$ cat src/rtl/ps_serializer_p_s.sv
// rtl/ps_serializer_p_s.sv - parallel-to-serial trigger serializer with handshake load, abort and back-to-back frames
module ps_serializer_p_s #(
    parameter int WIDTH      = 100,
    parameter int CNT_W      = 8,
    parameter int CLK_DIV    = 1,
    parameter bit MSB_FIRST  = 1'b0,
    parameter bit IDLE_LEVEL = 1'b0
) (
    input  logic             clk,
    input  logic             rst,
    input  logic             load_valid,
    output logic             load_ready,
    input  logic [WIDTH-1:0] data_in,
    input  logic             abort,
    output logic             data_out,
    output logic             frame,
    output logic             bit_strobe,
    output logic             done,
    output logic             busy
);
    typedef enum logic {IDLE, SHIFT} state_t;

    localparam logic [CNT_W-1:0] LAST_BIT = CNT_W'(WIDTH - 1);
    localparam logic [CNT_W-1:0] LAST_DIV = CNT_W'(CLK_DIV - 1);
    localparam int               OUT_BIT  = MSB_FIRST ? WIDTH - 1 : 0;

    state_t           state, n_state;
    logic [WIDTH-1:0] shreg, n_shreg;
    logic [CNT_W-1:0] bit_idx, n_bit_idx;
    logic [CNT_W-1:0] div_cnt, n_div_cnt;
    logic             accept;

    // done is registered and marks the last clock of the frame, so a new word
    // can be taken on that cycle without an idle gap.
    assign load_ready = !rst && !abort && (state == IDLE || done);
    assign accept     = load_valid && load_ready;

    always_comb begin
        n_state   = state;
        n_shreg   = shreg;
        n_bit_idx = bit_idx;
        n_div_cnt = div_cnt;
        if (accept) begin
            n_state   = SHIFT;
            n_shreg   = data_in;
            n_bit_idx = '0;
            n_div_cnt = '0;
        end else if (abort) begin
            n_state   = IDLE;
            n_bit_idx = '0;
            n_div_cnt = '0;
        end else if (state == SHIFT) begin
            if (div_cnt == LAST_DIV) begin
                n_div_cnt = '0;
                if (bit_idx == LAST_BIT) begin
                    n_state   = IDLE;
                    n_bit_idx = '0;
                end else begin
                    n_bit_idx = bit_idx + CNT_W'(1);
                    n_shreg   = MSB_FIRST ? (shreg << 1) : (shreg >> 1);
                end
            end else begin
                n_div_cnt = div_cnt + CNT_W'(1);
            end
        end
    end

    // Outputs are registered from the next-state values so they line up with
    // the bit currently held in the shift register.
    always_ff @(posedge clk) begin
        if (rst) begin
            state      <= IDLE;
            shreg      <= '0;
            bit_idx    <= '0;
            div_cnt    <= '0;
            data_out   <= IDLE_LEVEL;
            frame      <= 1'b0;
            bit_strobe <= 1'b0;
            done       <= 1'b0;
            busy       <= 1'b0;
        end else begin
            state      <= n_state;
            shreg      <= n_shreg;
            bit_idx    <= n_bit_idx;
            div_cnt    <= n_div_cnt;
            data_out   <= (n_state == SHIFT) ? n_shreg[OUT_BIT] : IDLE_LEVEL;
            frame      <= (n_state == SHIFT);
            busy       <= (n_state == SHIFT);
            bit_strobe <= (n_state == SHIFT) && (n_div_cnt == '0);
            done       <= (n_state == SHIFT) && (n_bit_idx == LAST_BIT) && (n_div_cnt == LAST_DIV);
        end
    end
endmodule
$ cat config.mk
export PLATFORM = sky130hd
export DESIGN_NAME = ps_serializer_p_s
export DESIGN_NICKNAME = d
export VERILOG_FILES = /design/src/rtl/ps_serializer_p_s.sv
export SDC_FILE = /design/constraint.sdc
export NUM_CORES = 1
export LEC_CHECK = 0
export BUFFER_PORTS_ARGS = -buffer_cell sky130_fd_sc_hd__buf_2
export CAP_MARGIN = 5
export CELL_PAD_IN_SITES_DETAIL_PLACEMENT = 0
export CELL_PAD_IN_SITES_GLOBAL_PLACEMENT = 1
export CORE_ASPECT_RATIO = 1.75
export CORE_MARGIN = 2
export CORE_UTILIZATION = 43
export DETAILED_ROUTE_END_ITERATION = 16
export GPL_ROUTABILITY_DRIVEN = 0
export PLACE_DENSITY_LB_ADDON = 0.1
export SYNTH_ARGS = -nofsm -noshare
export SYNTH_HDL_FRONTEND = slang
export SYNTH_SLANG_ARGS = --single-unit
$ cat constraint.sdc
create_clock -name clk -period 5.41 [get_ports clk]
set_input_delay 0.2705 -clock clk [delete_from_list [all_inputs] [get_ports clk]]
set_output_delay 0.2705 -clock clk [all_outputs]
set_load 0.1 [all_outputs]
==> key figures <==
Finish
  • Area delta synth->final: 20.9%
  • Most common cell after layout, fill and taps aside: nor2_1
  • Most frequent cells in the layout: 221 x nor2_1, 120 x dfxtp_1, 108 x buf_2
  • Layout Nets: approximately 770
  • Layout Utilization: a little over half
  • Diode count: 0
  • Layout cells sized above 1: 36.8%

Drt
  • DRC Markers: 0
  • Drt pass-1 iters: 4
  • Post-route ant nets: 0
  • WL per Instance: between 10 and 15 um
  • Final wirelength: ~12000 um
  • DR vias: 4573
  • DR iter-0 viols: 235
  • DR vias/cell: 5.42

Place
  • Pre-CTS setup slack: 2.40 ns
  • Port bufs: 109
  • Detailed Place HPWL: 8080 um

Timing
  • Final hold vios: 0
  • Slew Viols, Final: 0
  • Fin crit share: 50.0%
  • Fmax: 369 MHz
  • Fin crit period: ~2.7 ns
  • Max_slew headroom: roughly 30%
  • Final Skew: 0.00774 ns
  • Final count of negative-setup-slack endpoints: 0
  • Tightest Pin Transition: 1.06 ns
  • RSZ-0062 raised after global routing: false
  • Setup tns final: 0 ns
  • Final WS setup: 2.70 ns

Synth
  • Ys Warns: 0
  • Yosys top cell area share: 45.1%
  • Yosys cell types: 45
  • Leading area contributor after synthesis: dfxtp_1
  • EDFF count, synth: 0
  • Post-synthesis sequential area ratio: 45.1%
  • Avg Inst Size Synth: 9.09 um2
  • Cells after Synth: 586
  • Synth top area cells: dfxtp_1 45%, o221a_2 21%, nor2_1 16%, buf_2 1.7%, clkbuf_1 1.5%
  • Seq cells post-synth: 120
  • Syn_nets: 693
  • Top_reg_cell synth: dfxtp_1
  • Async set-reset flop share out of synthesis: 0%
  • Mapped cell area: ~5300 um2

Global routing
  • First-pass GRT wire length: 20400 um
  • GRT Overall Usage: around a fifth
  • Vias in the first global route: between 4000 and 5000
  • GRT overflow: 0
  • Initial antenna violation count: 0
  • Largest net degree at the start of global routing: roughly 110

Clock tree
  • CTS HTree Levels: 4
  • Clock latency on the worst-skew pair: around 0.41 ns
  • Clk buf depth: 2
  • Clock slew at reported path FFs: around 0.060 ns
  • Post-CTS sizing: 0
  • Post-CTS setup buffers: 0
  • Hold_buf cts: 0
  • TritonCTS Buffers: 17
  • CTS tree: done
  • CTS sink count: 120
  • Root Buffer: clkbuf_16

Setup path
  • CP Max Fanout: 99
  • CP Launch Type: flip-flop
  • WS Path Type: flip-flop to flip-flop
  • CP arrival: 3.06 ns
  • Worst EP required: 5.76 ns
  • Worst setup EP type: flip-flop

Power and ir drop
  • Maximum vdd drop: 0.000179 V
  • Tot Pwr: ~2300 uW
  • Pwr dens: between 300 and 400 nW/um2
  • Leakage: 0.00270 uW

Floorplan
  • Initial Util: 44.2%
  • # rows: 53
  • I/O pins: 110
  • Die H: roughly 150 um
  • Core area: 12100 um2
  • Die X: 88.2 um
  • Die area: 13300 um2

Run status
  • Status: finished, final reports clean

Worst hold path
  • Hold WC Path Type: primary input to flip-flop

Job
  • Maxcap violations: 0
[Yosys cell counts (2+ instances only)]
library cell / instances
nand2_2: 2
buf_4: 6
xnor2_1: 7
mux2i_1: 2
clkbuf_1: 22
nor4b_4: 2
nand2b_1: 2
a222oi_1: 2
buf_2: 18
a22oi_1: 2
nand4_1: 4
xor2_1: 7
buf_6: 4
and2_1: 5
ha_1: 3
nor3b_1: 4
inv_1: 4
nand2_1: 11
a21oi_1: 4
nor3_1: 7
dfxtp_1: 120
o221a_2: 98
nor4_1: 2
nor2_1: 221
nor4b_1: 3
and3_1: 2
a21o_1: 2
nand3_1: 3
[state kept, by name, summed over array words and instances, names as in the netlist]
register    count
bit_idx         8
state           1
shreg         100
done            1
data_out        1
bit_strobe      1
div_cnt         8
[cell families (layout without fill, tap and decap cells)]
group	after synthesis	in the layout	synth area share [%]
flops	120	120	45.1
mux	3	3	0.587
simple gates	274	274	22.3
xor+xnor	14	14	2.30
fa+ha+maj	3	3	0.704
compound gates	118	118	23.9
buf+inv	54	147	5.21
[per-layer routing]
layer	part of all wire (%)	track usage (%)	routed length (um)	up-vias
met3	5.1	4.85	638	15
met4	1.6	8.41	198	0
met2	51	32.9	6300	112
met1	42	22.5	5260	2170
met5	0	0	0	-
li1	-	-	-	2276
[final timing paths]
kind                                from                endpoint  slack (ns)  depth (start not counted)
setup / recovery        state$_SDFF_PP0_  shreg[92]$_SDFFE_PP0P_        2.70                          5
hold / removal               data_in[99]  shreg[99]$_SDFFE_PP0P_        0.13                          3
setup reg to reg        state$_SDFF_PP0_  shreg[92]$_SDFFE_PP0P_        2.70                          5
hold reg to reg   shreg[39]$_SDFFE_PP0P_  shreg[38]$_SDFFE_PP0P_        0.51                          2
[critical path, cell delays in order, from the launching register on]
cell and delay [ns]:
dfxtp_1 0.45, nand2b_1 0.27, nand3_4 0.80, o31ai_4 0.28, buf_4 0.55, o221a_2 0.29
[power breakdown]
group          internal, uW  switching (uW)  leakage (uW)
Combinational           111             110       0.00144
Sequential              943            34.6      0.000982
Clock                   692             413      0.000280
[stage by stage]
| stage | instances | hold WS [ns] | area [um2] |
|---|---|---|---|
| after detailed placement | 813 | 0.491 | 5860 |
| after CTS | 844 | 0.117 | 6440 |
| after global routing | 844 | 0.138 | 6440 |
| after floorplan | 586 | 0.431 | 5330 |
| final | 844 | 0.134 | 6440 |
| after global placement | 813 | 0.495 | 5860 |
[cell type report]
type / instances / area (um2)
inverters: 4 / 15.0
multi-input cells: 412 / 2670
flip-flops and latches: 120 / 2400
repair buffers: 112 / 571
fillers: 1197 / 5620
clock inverters: 13 / 145
well taps: 165 / 206
clock buffers: 18 / 439
No activity file was read; power rests on OpenSTA's default activity.
